<file path="config.mk">
export PLATFORM = sky130hd
export DESIGN_NAME = therm_switch_decoder
export DESIGN_NICKNAME = d
export VERILOG_FILES = /design/src/rtl/therm_pkg.sv /design/src/rtl/therm_sync_debounce.sv /design/src/rtl/therm_switch_decoder.sv
export SDC_FILE = /design/constraint.sdc
export NUM_CORES = 1
export LEC_CHECK = 0
export CORE_ASPECT_RATIO = 0.75
export CORE_MARGIN = 2
export CORE_UTILIZATION = 50
export DETAILED_ROUTE_END_ITERATION = 7
export GPL_TIMING_DRIVEN = 0
export PLACE_DENSITY = 0.69
export SLEW_MARGIN = 5
export SYNTH_ARGS = -nofsm -noshare
export SYNTH_HDL_FRONTEND = slang
export SYNTH_SLANG_ARGS = --single-unit
</file>
<file path="constraint.sdc">
create_clock -name clk -period 4.7 [get_ports clk]
set_clock_uncertainty 0.2 [all_clocks]
set_input_delay 0.94 -clock clk [delete_from_list [all_inputs] [get_ports clk]]
set_output_delay 0.94 -clock clk [all_outputs]
set_load 0.01 [all_outputs]
</file>
<file path="src/rtl/therm_pkg.sv">
// therm_pkg: shared states, default constants and decode helpers for the thermometer switch decoder
package therm_pkg;

    localparam int W             = 16;
    localparam int STABLE_CYCLES = 2000000;
    localparam int VW            = 5;

    typedef enum logic [1:0] {STABLE, SETTLE, COMMIT} state_t;

    function automatic logic [5:0] popcount(input logic [31:0] t);
        popcount = '0;
        for (int i = 0; i < 32; i++) popcount = popcount + 6'(t[i]);
    endfunction

    function automatic logic is_therm(input logic [31:0] t);
        logic [32:0] x;
        x = {1'b0, t};
        is_therm = ((x & (x + 33'd1)) == '0);
    endfunction

endpackage

</file>
<file path="src/rtl/therm_sync_debounce.sv">
// therm_sync_debounce: per-bit synchronizer and whole-vector debouncer emitting a one-cycle commit strobe
module therm_sync_debounce
    import therm_pkg::*;
#(
    parameter int W             = therm_pkg::W,
    parameter int STABLE_CYCLES = therm_pkg::STABLE_CYCLES
) (
    input  logic         clk,
    input  logic         rst,
    input  logic [W-1:0] i_therm,
    output logic [W-1:0] o_vec,
    output logic         o_commit,
    output logic         o_busy
);

    localparam int CW = $clog2(STABLE_CYCLES) + 1;

    logic [W-1:0]  r_s1, r_s2, r_prev, r_vec;
    logic [CW-1:0] r_cnt;
    state_t        r_state;

    // two-flop synchronizer plus one-cycle history used to detect movement
    always_ff @(posedge clk) begin
        if (rst) begin
            r_s1   <= '0;
            r_s2   <= '0;
            r_prev <= '0;
        end else begin
            r_s1   <= i_therm;
            r_s2   <= r_s1;
            r_prev <= r_s2;
        end
    end

    // commit the vector only after it has held still for STABLE_CYCLES; any movement restarts the count
    always_ff @(posedge clk) begin
        if (rst) begin
            r_state <= STABLE;
            r_cnt   <= '0;
            r_vec   <= '0;
        end else begin
            case (r_state)
                STABLE: if (r_s2 != r_vec) begin
                    r_cnt   <= '0;
                    r_state <= SETTLE;
                end
                SETTLE: if (r_s2 != r_prev) r_cnt <= '0;
                else if (r_cnt == CW'(STABLE_CYCLES - 1)) begin
                    r_vec   <= r_s2;
                    r_state <= COMMIT;
                end else r_cnt <= r_cnt + 1'b1;
                default: r_state <= STABLE;
            endcase
        end
    end

    assign o_vec    = r_vec;
    assign o_commit = (r_state == COMMIT);
    assign o_busy   = (r_state == SETTLE);

endmodule

</file>
<file path="src/rtl/therm_switch_decoder.sv">
// therm_switch_decoder: debounced slide-switch thermometer code to binary level; THERM_BUBBLE_FIX_EN enables single-bubble correction
module therm_switch_decoder
    import therm_pkg::*;
#(
    parameter int W             = therm_pkg::W,
    parameter int STABLE_CYCLES = therm_pkg::STABLE_CYCLES,
    parameter int VW            = therm_pkg::VW
) (
    input  logic          clk,
    input  logic          rst,
    input  logic [W-1:0]  therm_in,
    output logic [VW-1:0] value,
    output logic          valid,
    output logic          err,
    output logic          upd,
    output logic          busy
);

    logic [W-1:0]  w_vec, w_fix;
    logic          w_commit, w_ok;
    logic [VW-1:0] w_pop;
    logic [VW-1:0] r_value;
    logic          r_valid, r_err, r_upd;

    therm_sync_debounce #(.W(W), .STABLE_CYCLES(STABLE_CYCLES)) u_deb (
        .clk      (clk),
        .rst      (rst),
        .i_therm  (therm_in),
        .o_vec    (w_vec),
        .o_commit (w_commit),
        .o_busy   (busy)
    );

`ifdef THERM_BUBBLE_FIX_EN
    logic [W+1:0] w_ext;
    assign w_ext = {1'b0, w_vec, 1'b1};
    // three-tap majority vote with a 1 below bit 0 and a 0 above the top bit
    always_comb begin
        w_fix = '0;
        for (int i = 0; i < W; i++)
            w_fix[i] = (w_ext[i] & w_ext[i+1]) | (w_ext[i+1] & w_ext[i+2]) | (w_ext[i] & w_ext[i+2]);
    end
`else
    assign w_fix = w_vec;
`endif

    assign w_ok  = is_therm(32'(w_fix));
    assign w_pop = VW'(popcount(32'(w_fix)));

    // update level/error on a commit; upd flags only a visible change
    always_ff @(posedge clk) begin
        if (rst) begin
            r_value <= '0;
            r_valid <= 1'b0;
            r_err   <= 1'b0;
            r_upd   <= 1'b0;
        end else begin
            r_upd <= 1'b0;
            if (w_commit) begin
                r_value <= w_ok ? w_pop : r_value;
                r_valid <= r_valid | w_ok;
                r_err   <= ~w_ok;
                r_upd   <= w_ok ? ((w_pop != r_value) | r_err) : ~r_err;
            end
        end
    end

    assign value = r_value;
    assign valid = r_valid;
    assign err   = r_err;
    assign upd   = r_upd;

endmodule

</file>
==> metrics.md <==
| Metric | Value |
|---|---|
| Max Buffers Root-to-Sink | 2 |
| Part of the total power dissipated in combinational logic | 5.5% |
| Pin slew with the least headroom to its limit | a little over 0.6 ns |
| WL final | approximately 9400 um |
| Fraction of layout cells with a size suffix above 1 | 7.96% |
| Total GRT Usage | 20.4% |
| Vias per inst | 5.36 |
| Final period utilization | approximately 91% |
| Core Footprint | 8930 um2 |
| RSZ-0062 raised after global routing | no |
| Final slew viol count | 0 |
| Number of top-level design ports | 27 |
| Total power density per cell area | 318 nW/um2 |
| Leakage power | 2.05 nW |
| Worst-case vdd ir drop | 0.219 mV |
| Global-route wire length before repair | between 15000 and 20000 um |
| Cell variety after synth | slightly below 50 |
| Number of gates resized after CTS | 0 |
| Time the worst path needs with I/O delays and setup | 4.26 ns |
| Flip-flop and latch count after synthesis | 96 |
| Pin count of the biggest net entering global routing | 21 |
| Share of total power in sequential cells | between 50% and 60% |
| Status | complete, no violations |
| Top achievable clock speed | 235 MHz |
| Die width | 114 um |
| Worst slew margin relative to its limit | 59.7% |
| Power share of the clock group | 44.0% |
| Internal cell power | 1.25 mW |
| Post-synth design cell area | 4540 um2 |
| Final routed DRC violation total | 0 |
| Most frequent cells in the layout | 96 x dfxtp_1, 54 x nor2b_1, 32 x xor2_1 |
| Clock slew at reported path FFs | 0.08 ns |
| Area growth from synthesis to layout | 15.5% |
| Clk sinks | 96 |
| Overall Power | 1.67 mW |
| Clock Tree Root | clkbuf_16 |
| Floorplan die height | ~86 um |
| Cts-stage hold buffer count | 0 |
| Cts bufs inserted | 9 |
| Filler cell count in the final layout | 789 |
| Arrival time reported for the critical path endpoint | ~4.3 ns |
| Number of antenna cells inserted | 0 |
| Total number of vias | 3360 |
| Net switching power figure | between 0.4 and 0.5 mW |
| Number of synthesized flops with an enable pin | 0 |
| Share of the core filled with cells in the final layout | 58.6% |
| Number of buffers inserted by port buffering | 25 |
| Post-route setup slack | 0.441 ns |
| Critical path peak fanout | 7 |
| Number of antenna violations at the first check in global routing | 0 |
| Setup_tns | 0 ns |
| Area of combinational cells with multiple inputs | roughly 2400 um2 |
| Total half-perimeter wirelength after legalization and detailed placement | 7000 um |
| Cell count after synthesis | 474 |
| TritonCTS clock tree | done |
| Syn_nets | between 500 and 600 |
| Setup fix buffers added after clock tree synthesis | 0 |
| Final Setup Violations | 0 |
| Count of antenna-violating nets left after detailed routing | 0 |
| Worst setup SP type | register |
| Net count of the finished layout | 546 |
| Type of the worst min-delay path | reg2reg |
| Initial Util | 50.8% |
| Fin. Hold Viols | 0 |
| Sequential cell area fraction in the yosys report | 42.4% |
| Ys Warns | 0 |
| Starting DRT DRC Count | 180 |
| Predominant post-synthesis flop cell | dfxtp_1 |
| WP data required | around 4.7 ns |
| CTS H-tree depth | 3 |
| Register area | 1920 um2 |
| Number of cell rows | 30 |
| Endpoint type of the worst setup path | register |
| Total grt overflow | 0 |
| Switching portion of total power | 24.8% |
| Worst setup slack before clock tree synthesis | 0.400 ns |
| Full die area | 9860 um2 |
| Setup CP Type | reg2reg |
| Avg Inst Size Synth | 9.57 um2 |
| Asr flop ratio synth | 0% |
| Via count of the first global-routing pass | between 3000 and 4000 |
| Max-Cap Viols | 0 |
| Avg WL per Cell | 15.0 um |
| Clk_lat worst skew | 0.35 ns |
| DRT Pass-1 Iters | 5 |
| Commonest non-fill, non-tap cell in the layout | dfxtp_1 |
| Global placer's final weighted congestion | about 0.86 |
==> metrics by stage <==
stage                     hold WS [ns]  cell area, um2  std cells
after floorplan                  0.214            4540        474
after global placement           0.219            4930        611
after detailed placement         0.224            4930        611
after CTS                        0.242            5240        627
after global routing             0.259            5240        627
final                            0.242            5240        627
==> kinds of logic (layout without fill, tap and decap cells) <==
| group | after synthesis | count (layout) | synth area share (%) |
|---|---|---|---|
| compound gates | 58 | 58 | 8.96 |
| fa+ha+maj | 18 | 18 | 6.62 |
| buf+inv | 44 | 85 | 4.00 |
| mux | 22 | 22 | 4.88 |
| simple gates | 194 | 194 | 25.1 |
| xor+xnor | 42 | 42 | 8.11 |
| flops | 96 | 96 | 42.4 |
==> cells in the mapped netlist (2+ instances only) <==
cell       n  area (um2)
dfxtp_1   96        1920
nor2b_1   54         338
xor2_1    32         280
nor2_1    31         116
inv_1     26        97.6
nand2_1   22        82.6
mux2i_1   21         210
nand3_1   18        90.1
nand2b_1  14        87.6
o21ai_0   14        70.1
a21oi_1   13        65.1
clkbuf_1  13        48.8
fa_1      10         200
xnor2_1   10        87.6
nand4_1    9        56.3
ha_1       8         100
nor3_1     6        30.0
nor4_1     6        37.5
or3_1      6        37.5
a31oi_1    5        31.3
nor4_2     5        62.6
or2_2      5        31.3
a311oi_1   4        35.0
and3_1     4        25.0
buf_2      4        20.0
o32ai_1    4        35.0
a311oi_2   3        45.0
a41oi_1    3        26.3
nor4b_1    3        26.3
a211oi_1   2        15.0
a21o_1     2        15.0
a22oi_1    2        15.0
and2_1     2        12.5
nor3_4     2        32.5
==> power groups by stage <==
| stage | Sequential (mW) | Combinational [mW] | Clock (mW) |
|---|---|---|---|
| finish | 0.842 | 0.0918 | 0.734 |
| global route | 0.844 | 0.101 | 0.777 |
| CTS | 0.842 | 0.0924 | 0.746 |
| detailed placement | 0.861 | 0.0921 | 0 |
| global placement | 0.860 | 0.0905 | 0 |
| floorplan | 0.857 | 0.0617 | 0 |
==> state kept, by name, indices dropped and copies added, names as in the netlist <==
register       flops
u_deb.r_prev      16
valid              1
u_deb.r_cnt       22
value              5
u_deb.o_vec       16
err                1
u_deb.r_state      2
u_deb.r_s2        16
upd                1
u_deb.r_s1        16
==> worst paths after layout <==
kind                                     from                         to  slack, ns  cells past startpoint
setup / recovery  u_deb.o_vec[1]$_SDFFE_PP0P_             upd$_SDFF_PP0_       0.44                     13
hold / removal      u_deb.r_s1[12]$_SDFF_PP0_  u_deb.r_s2[12]$_SDFF_PP0_       0.24                      1
setup reg to reg  u_deb.o_vec[1]$_SDFFE_PP0P_             upd$_SDFF_PP0_       0.44                     13
hold reg to reg     u_deb.r_s1[12]$_SDFF_PP0_  u_deb.r_s2[12]$_SDFF_PP0_       0.24                      1
==> per-layer routing <==
layer | vias to the layer above | track usage, % | routed length (um)
met1 | 1560 | 29.7 | 4790
li1 | 1700 | - | -
met5 | - | 0 | 0
met3 | 8 | 5.17 | 555
met4 | 0 | 3.99 | 72
met2 | 92 | 31.1 | 3990
==> final cells by class <==
cell class                      instances  area share, %
Timing Repair Buffer                   25           4.78
Multi-Input combinational cell        334           46.5
Buffer                                 18           1.60
Clock buffer                            9           4.30
Sequential cell                        96           36.7
Clock inverter                          7           1.65
Tap cell                              112           2.67
Inverter                               26           1.86
==> critical path: stages (launching register included) <==
cell     delay [ns]
dfxtp_1        0.53
fa_1           0.48
inv_1          0.09
fa_1           0.44
fa_1           0.48
fa_1           0.49
inv_1          0.05
ha_1           0.19
fa_1           0.41
a21o_1         0.17
nand2_1        0.09
xnor2_1        0.08
nor4_1         0.29
a31oi_1        0.13
Note: power is estimated with default switching activity, not from simulation.
